### src/rtl/fetch_unit_if.sv
// ----------------------------------------------------------------------------
// fetch_unit_if
//
// Instruction memory read bus between the fetch stage and instruction memory.
// It is a single-outstanding request/acknowledge read channel.
//
// Signal names are seen from the fetch stage, which is the bus master:
//   o_IMEM_REQ    master -> slave  read request, held until acknowledged
//   o_IMEM_ADDR   master -> slave  read address, stable while o_IMEM_REQ is high
//   i_IMEM_ACK    slave  -> master acknowledge; RDATA/ERR are valid with it
//   i_IMEM_RDATA  slave  -> master read data
//   i_IMEM_ERR    slave  -> master bus error qualifier
//
// Modports:
//   master : used by fetch_unit
//   slave  : used by the instruction memory or a bench model
// ----------------------------------------------------------------------------
interface fetch_unit_if;
    logic        o_IMEM_REQ;
    logic [31:0] o_IMEM_ADDR;
    logic        i_IMEM_ACK;
    logic [31:0] i_IMEM_RDATA;
    logic        i_IMEM_ERR;

    modport master (
        output o_IMEM_REQ,
        output o_IMEM_ADDR,
        input  i_IMEM_ACK,
        input  i_IMEM_RDATA,
        input  i_IMEM_ERR
    );

    modport slave (
        input  o_IMEM_REQ,
        input  o_IMEM_ADDR,
        output i_IMEM_ACK,
        output i_IMEM_RDATA,
        output i_IMEM_ERR
    );
endinterface : fetch_unit_if

### src/rtl/fetch_unit.sv
// ----------------------------------------------------------------------------
// fetch_unit
//
// Instruction fetch stage. It takes the program counter published by decode
// and runs one request/acknowledge read at a time on the instruction memory
// bus. It presents the fetched word with a valid flag until decode consumes
// it with i_EN. A redirect, meaning i_PC moved away from the in-flight or held
// address, discards stale data. A bus error or a timeout yields NOOP_INSN with
// o_FETCH_FAULT set.
//
// Parameters:
//   TIMEOUT_CYCLES  unacknowledged BUSY cycles before a fetch is abandoned
//                   (1..255)
//   NOOP_INSN       word presented in place of a faulted fetch
//
// Build option:
//   FETCH_MISALIGN_EN  when defined, a PC with i_PC[1:0] != 0 is not fetched.
//                      It produces a faulted NOOP one cycle after sampling.
//                      When undefined, the PC is word-aligned by dropping
//                      bits [1:0], and all PC comparisons ignore those bits.
//
// Ports:
//   i_CLK                clock, rising edge
//   i_RST                synchronous active-high reset
//   i_PC                 fetch address from decode
//   i_EN                 decode enable; i_EN & o_INSTRUCTION_VALID consumes
//   o_INSTRUCTION        fetched (or substituted) word
//   o_INSTRUCTION_VALID  word is valid for the current i_PC
//   o_FETCH_FAULT        presented word is a substituted NOOP
//   imem                 instruction memory bus (master side)
// ----------------------------------------------------------------------------
module fetch_unit #(
    parameter int          TIMEOUT_CYCLES = 255,
    parameter logic [31:0] NOOP_INSN      = 32'h0000_0013
) (
    input  logic         i_CLK,
    input  logic         i_RST,
    input  logic [31:0]  i_PC,
    input  logic         i_EN,
    output logic [31:0]  o_INSTRUCTION,
    output logic         o_INSTRUCTION_VALID,
    output logic         o_FETCH_FAULT,
    fetch_unit_if.master imem
);

    typedef enum logic [1:0] {
        S_IDLE,
        S_BUSY,
        S_HOLD
    } state_t;

    // Value of tcnt_q on the last cycle the request may stay unacknowledged.
    localparam logic [7:0] TCNT_LAST = 8'(TIMEOUT_CYCLES - 1);

    state_t      state_q;
    logic [31:0] tag_q;     // address of the in-flight or held fetch
    logic [7:0]  tcnt_q;    // unacknowledged BUSY cycles so far
    logic        req_q;
    logic [31:0] addr_q;
    logic [31:0] insn_q;
    logic        valid_q;
    logic        fault_q;

    logic [31:0] fetch_addr_d;   // tag to capture when leaving IDLE
    logic        pc_misaligned;  // IDLE should fault instead of issuing a read
    logic        pc_match;       // i_PC still refers to tag_q

`ifdef FETCH_MISALIGN_EN
    assign fetch_addr_d  = i_PC;
    assign pc_misaligned = (i_PC[1:0] != 2'b00);
    assign pc_match      = (i_PC == tag_q);
`else
    // Only word addresses exist in this build, so the low PC bits are
    // dropped on the way in and ignored when checking for a redirect.
    assign fetch_addr_d  = {i_PC[31:2], 2'b00};
    assign pc_misaligned = 1'b0;
    assign pc_match      = (i_PC[31:2] == tag_q[31:2]);

    logic unused_addr_lsbs;
    assign unused_addr_lsbs = ^{i_PC[1:0], tag_q[1:0]};
`endif

    // Control FSM. Every output is a register, so decode and the bus see
    // glitch-free values that change only at clock edges.
    // NOTE: state is assigned with <= so every register updates from values
    // sampled before the edge. With = the order of statements would change
    // the result and simulation would disagree with synthesis.
    always_ff @(posedge i_CLK) begin
        if (i_RST) begin
            state_q <= S_IDLE;
            tag_q   <= '0;
            tcnt_q  <= '0;
            req_q   <= 1'b0;
            addr_q  <= '0;
            insn_q  <= NOOP_INSN;
            valid_q <= 1'b0;
            fault_q <= 1'b0;
        end else begin
            case (state_q)
                // Sample the PC every idle cycle and start a fetch for it.
                S_IDLE: begin
                    tag_q  <= fetch_addr_d;
                    tcnt_q <= '0;
                    if (pc_misaligned) begin
                        // No bus traffic. Present the fault next cycle.
                        insn_q  <= NOOP_INSN;
                        fault_q <= 1'b1;
                        valid_q <= 1'b1;
                        state_q <= S_HOLD;
                    end else begin
                        req_q   <= 1'b1;
                        addr_q  <= fetch_addr_d;
                        state_q <= S_BUSY;
                    end
                end

                // The request stays up until acknowledged or timed out. A
                // redirect while waiting does not cancel the request: the
                // transaction completes and its data is dropped. The ack is
                // tested first, so an ack on the last allowed cycle still wins
                // over the timeout.
                S_BUSY: begin
                    if (imem.i_IMEM_ACK) begin
                        req_q <= 1'b0;
                        if (pc_match) begin
                            insn_q  <= imem.i_IMEM_ERR ? NOOP_INSN
                                                       : imem.i_IMEM_RDATA;
                            fault_q <= imem.i_IMEM_ERR;
                            valid_q <= 1'b1;
                            state_q <= S_HOLD;
                        end else begin
                            // Redirect won the race with the data.
                            state_q <= S_IDLE;
                        end
                    end else if (tcnt_q == TCNT_LAST) begin
                        req_q   <= 1'b0;
                        insn_q  <= NOOP_INSN;
                        fault_q <= 1'b1;
                        valid_q <= 1'b1;
                        state_q <= S_HOLD;
                    end else begin
                        tcnt_q <= tcnt_q + 8'd1;
                    end
                end

                // Hold the word until decode takes it or moves away from it.
                // Consume together with a PC change counts as a consume.
                S_HOLD: begin
                    if (i_EN || !pc_match) begin
                        valid_q <= 1'b0;
                        fault_q <= 1'b0;
                        state_q <= S_IDLE;
                    end
                end

                default: begin
                    req_q   <= 1'b0;
                    valid_q <= 1'b0;
                    state_q <= S_IDLE;
                end
            endcase
        end
    end

    assign o_INSTRUCTION       = insn_q;
    assign o_INSTRUCTION_VALID = valid_q;
    assign o_FETCH_FAULT       = fault_q;
    assign imem.o_IMEM_REQ     = req_q;
    assign imem.o_IMEM_ADDR    = addr_q;

endmodule : fetch_unit

### src/flat_wrapper.sv
// flat-port wrapper written by rule: the top's interface ports become plain ports
module fetch_unit_flat 
#(
    parameter int          TIMEOUT_CYCLES = 255,
    parameter logic [31:0] NOOP_INSN      = 32'h0000_0013
)
  (i_CLK, i_RST, i_PC, i_EN, o_INSTRUCTION, o_INSTRUCTION_VALID, o_FETCH_FAULT, imem_o_IMEM_REQ, imem_o_IMEM_ADDR, imem_i_IMEM_ACK, imem_i_IMEM_RDATA, imem_i_IMEM_ERR);
  fetch_unit_if imem_i ();
  input  logic i_CLK;
  input  logic i_RST;
  input  logic [31:0] i_PC;
  input  logic i_EN;
  output logic [31:0] o_INSTRUCTION;
  output logic o_INSTRUCTION_VALID;
  output logic o_FETCH_FAULT;
  output wire logic [$bits(imem_i.o_IMEM_REQ)-1:0] imem_o_IMEM_REQ;
  output wire logic [$bits(imem_i.o_IMEM_ADDR)-1:0] imem_o_IMEM_ADDR;
  input wire logic [$bits(imem_i.i_IMEM_ACK)-1:0] imem_i_IMEM_ACK;
  input wire logic [$bits(imem_i.i_IMEM_RDATA)-1:0] imem_i_IMEM_RDATA;
  input wire logic [$bits(imem_i.i_IMEM_ERR)-1:0] imem_i_IMEM_ERR;
  assign imem_o_IMEM_REQ = imem_i.o_IMEM_REQ;
  assign imem_o_IMEM_ADDR = imem_i.o_IMEM_ADDR;
  assign imem_i.i_IMEM_ACK = imem_i_IMEM_ACK;
  assign imem_i.i_IMEM_RDATA = imem_i_IMEM_RDATA;
  assign imem_i.i_IMEM_ERR = imem_i_IMEM_ERR;
  fetch_unit #(.TIMEOUT_CYCLES(TIMEOUT_CYCLES), .NOOP_INSN(NOOP_INSN)) u_core (.i_CLK(i_CLK), .i_RST(i_RST), .i_PC(i_PC), .i_EN(i_EN), .o_INSTRUCTION(o_INSTRUCTION), .o_INSTRUCTION_VALID(o_INSTRUCTION_VALID), .o_FETCH_FAULT(o_FETCH_FAULT), .imem(imem_i));
endmodule
### config.mk
export PLATFORM = sky130hd
export DESIGN_NAME = fetch_unit_flat
export DESIGN_NICKNAME = d
export VERILOG_FILES = /design/src/rtl/fetch_unit_if.sv /design/src/rtl/fetch_unit.sv /design/src/flat_wrapper.sv
export SDC_FILE = /design/constraint.sdc
export NUM_CORES = 1
export LEC_CHECK = 0
export BUFFER_PORTS_ARGS = -buffer_cell sky130_fd_sc_hd__buf_2
export CORE_MARGIN = 2
export CORE_UTILIZATION = 40
export CTS_CLUSTER_SIZE = 40
export DETAILED_ROUTE_END_ITERATION = 8
export PLACE_DENSITY = 0.74
export SLEW_MARGIN = 10
export SYNTH_ARGS = -nofsm -noshare
export SYNTH_HDL_FRONTEND = slang
export SYNTH_SLANG_ARGS = --single-unit
### constraint.sdc
create_clock -name i_CLK -period 1.9 [get_ports i_CLK]
set_input_delay 0.285 -clock i_CLK [delete_from_list [all_inputs] [get_ports i_CLK]]
set_output_delay 0.285 -clock i_CLK [all_outputs]
set_load 0.01 [all_outputs]
==> impl_metrics.yaml <==
synthesis:
  syn-cell-area_um2: 3380
  cells_taking_the_most_area_after_synthesis: "dfxtp_1, mux2i_1, xnor2_1"
  async_flop_share: 0
  yosys.cell_types.count: 38
  post_synth_xor_area_fraction: 0.0880
  most_common_cell_in_the_synthesized_netlist: "dfxtp_1"
  synth-edff-count: 0
  yosys_register_bits: 75
  syn_area_per_cell_um2: 9.10
  synth_area_leader_cell: "dfxtp_1"
  seq_area_frac_synth: 0.444
  yosysWarnings: 0
  synth.top_cells.by_count: "dfxtp_1, nor2_1, nand4_1, a21oi_1"
  netlist.area_leader.share: 0.444
  syn-instance-count: 372
  dominantRegCellSynth: "dfxtp_1"
  mux_contribution_to_synthesized_area: 0.0917
  synth_fa_ha_area_frac: 0.0185
  synth-compound-area-share: 0.140
  yosys.area_share.simple: 0.165
  synth_top_family_by_area: "simple AND/OR/NAND/NOR gates"
setup_path:
  worst-r2r-setup-slack_ps: 60
  worst_r2r_endpoint: "u_core.o_FETCH_FAULT$_SDFFE_PP0P_"
  reg2reg_from: "u_core.tag_q[26]$_SDFFE_PP0P_"
  crit_path_start_kind: "flip-flop"
  required_time_of_the_worst_setup_path_ps: 2120
  worst_ep_arrival_time_ps: 2060
  worst_setup_path_endpoint: "u_core.o_FETCH_FAULT$_SDFFE_PP0P_"
  critical_path_peak_fanout: 4
  r2r_cells: 9
  worstSetupPathType: "reg2reg"
  cp-startpoint: "u_core.tag_q[26]$_SDFFE_PP0P_"
  critical_path.endpoint_type: "flip-flop"
clocking:
  clkLatencyLatePin_ps: 350
  cts_tree: "yes"
  clock_sinks: 75
  clock_edge_transition_at_the_registers_on_the_reported_setup_and_hold_paths_ps: 90
  numCtsBuffers: 9
  cts_max_path_buffers: 2
  h-tree-depth: 3
  cts_hold_buffers: 0
  cts_root_buffer: "clkbuf_8"
grt:
  grt_start_max_net_pins: 37
  grt_util_all_layers: 0.191
  first_pass_grt_wire_length_um: 13800
  grt_pass1_vias: 2981
  overflow_after_grt: 0
  antenna_found_initial: 0
power:
  vdd_ir_drop_max_mv: 0.379
  leakage_power_of_the_design_nw: 2.13
  cellPowerDensity_nw_per_um2: 813
timing:
  maxClockFrequency_ghz: 0.545
  grt_setup_unrepaired: "yes"
  timing.final.crit_share: 0.966
  finalSetupViolations: 0
  timing.final.crit_period_ps: 1840
  slew_viol_final: 0
  largest_clock_skew_in_the_final_design_ps: 11.2
  final.hold.worst_slack_ps: 176
  finalHoldViolCount: 0
  setup_slack_ps: 64.9
place:
  pre_cts_slack_ps: -64.3
  post_dp_cell_area_um2: 4240
  portBuffers: 131
  finalWeightedCongestion: 0.736
  number_of_placed_cells_counting_well_taps: 602
  dpl.hpwl_um: 6310
layout:
  area.growth.synth_to_final_pct: 38.9
  stdcell_count: 624
  layout.cell_area.non_filler_um2: 4700
  final_layout_size_suffix_gt1_frac: 0.428
  finish.net_count: 588
  post-route-util: 0.572
  antenna_fix_cells: 0
drt:
  dr_total_vias: 3263
  drc: 0
  detailed_router_s_first_iteration_violation_count: 130
  drt-total-wl_um: 8790
  antenna_left: 0
  via_density_per_instance: 5.23
  route.detailed.wl_per_inst_um: 14.1
  first_pass_iters: 4
floorplan:
  design.die.area_um2: 9210
  die_height_um: 96.0
  dieWidth_um: 96.0
  start_util: 0.412
  floorplan.rows: 33
  boundaryPins: 136
  floorplan.core_area_um2: 8220
run:
  timing.max_cap.violations: 0
min_path:
  hold_removal_path_class: "in2reg"
status:
  status: "complete, no violations"
per-layer routing:
metal	GRT usage	wire, µm	share of wire
met5	0	0	0
met4	0.0762	121	0.014
met3	0.0579	793	0.090
met2	0.317	4100	0.47
met1	0.229	3780	0.43
cells in the final DEF (no fill, tap or decap), drive strengths merged, types with 5 or more instances in the layout:
master / n
a21oi: 38
buf: 159
clkbuf: 11
dfxtp: 75
ha: 5
inv: 8
mux2i: 31
nand2: 8
nand4: 40
nor2: 41
nor4: 5
o21ai: 35
xnor2: 31
per-stage QoR:
step	setup TNS [ps]	total power [W]
2_1_floorplan	0	0.00214
3_3_place_gp	0	0.00239
3_5_place_dp	-1050	0.00241
4_1_cts	0	0.00383
5_1_grt	-453	0.00402
6_report	0	0.00382
worst min path at each step:
| stage | start | endpoint | slack [ps] | depth (start not counted) |
|---|---|---|---|---|
| final | imem_i_IMEM_RDATA[18] | u_core.o_INSTRUCTION[18]$_SDFFE_PP0P_ | 180 | 3 |
| after global routing | imem_i_IMEM_RDATA[29] | u_core.o_INSTRUCTION[29]$_SDFFE_PP0P_ | 160 | 3 |
| after CTS | imem_i_IMEM_RDATA[23] | u_core.o_INSTRUCTION[23]$_SDFFE_PP0P_ | 170 | 3 |
| after detailed placement | u_core.o_INSTRUCTION[25]$_SDFFE_PP0P_ | u_core.o_INSTRUCTION[25]$_SDFFE_PP0P_ | 460 | 2 |
| after global placement | u_core.o_INSTRUCTION[9]$_SDFFE_PP0P_ | u_core.o_INSTRUCTION[9]$_SDFFE_PP0P_ | 450 | 2 |
| after floorplan | i_RST | u_core.o_INSTRUCTION[0]$_SDFFE_PP1P_ | 420 | 2 |
layout make-up:
class | count | area, µm²
clock buffer | 11 | 141
fill | 746 | 3520
sequential | 75 | 1530
multi-input combinational | 262 | 1850
inverter | 7 | 26.3
tap | 105 | 131
timing repair buffer | 159 | 938
clock inverter | 5 | 85.1
cells by family (layout without fill, tap and decap cells):
| kind of cell | count (synthesis) | count (layout) |
|---|---|---|
| AOI/OAI and AO/OA | 86 | 86 |
| other | 1 | 2 |
| DFF | 75 | 75 |
| buffers and inverters | 36 | 182 |
| adders and majority gates | 5 | 5 |
| muxes | 31 | 31 |
| xor gates and xnor gates | 34 | 34 |
| and+or+nand+nor | 104 | 104 |
state kept, by name, summed over array words and instances (netlist names):
register                    cells
u_core.state_q                  2
u_core.imem.o_IMEM_REQ          1
u_core.o_FETCH_FAULT            1
u_core.o_INSTRUCTION           32
u_core.o_INSTRUCTION_VALID      1
u_core.tag_q                   30
u_core.tcnt_q                   8
repair_timing:
item	in CTS	in global routing
resized for setup	4	59
setup endpoints to repair	10	38
gates cloned	1	0
buffers inserted	2	3
pin swaps	5	52
worst max-delay path: stages, from the launching register on:
cell	delay [ps]
dfxtp_2	340
xnor2_2	130
nand4_1	160
nor4_4	70
buf_4	160
buf_6	120
a31o_4	230
buf_4	140
o311ai_2	250
o41ai_1	120
power by group:
group	leakage [nW]	internal, W	total [W]	switching, W
sequential	0.619	0.00165	0.00172	0.0000644
combinational	1.40	0.000339	0.000710	0.000371
clock	0.110	0.000783	0.00139	0.000610
(Power assumes the default switching activity.)
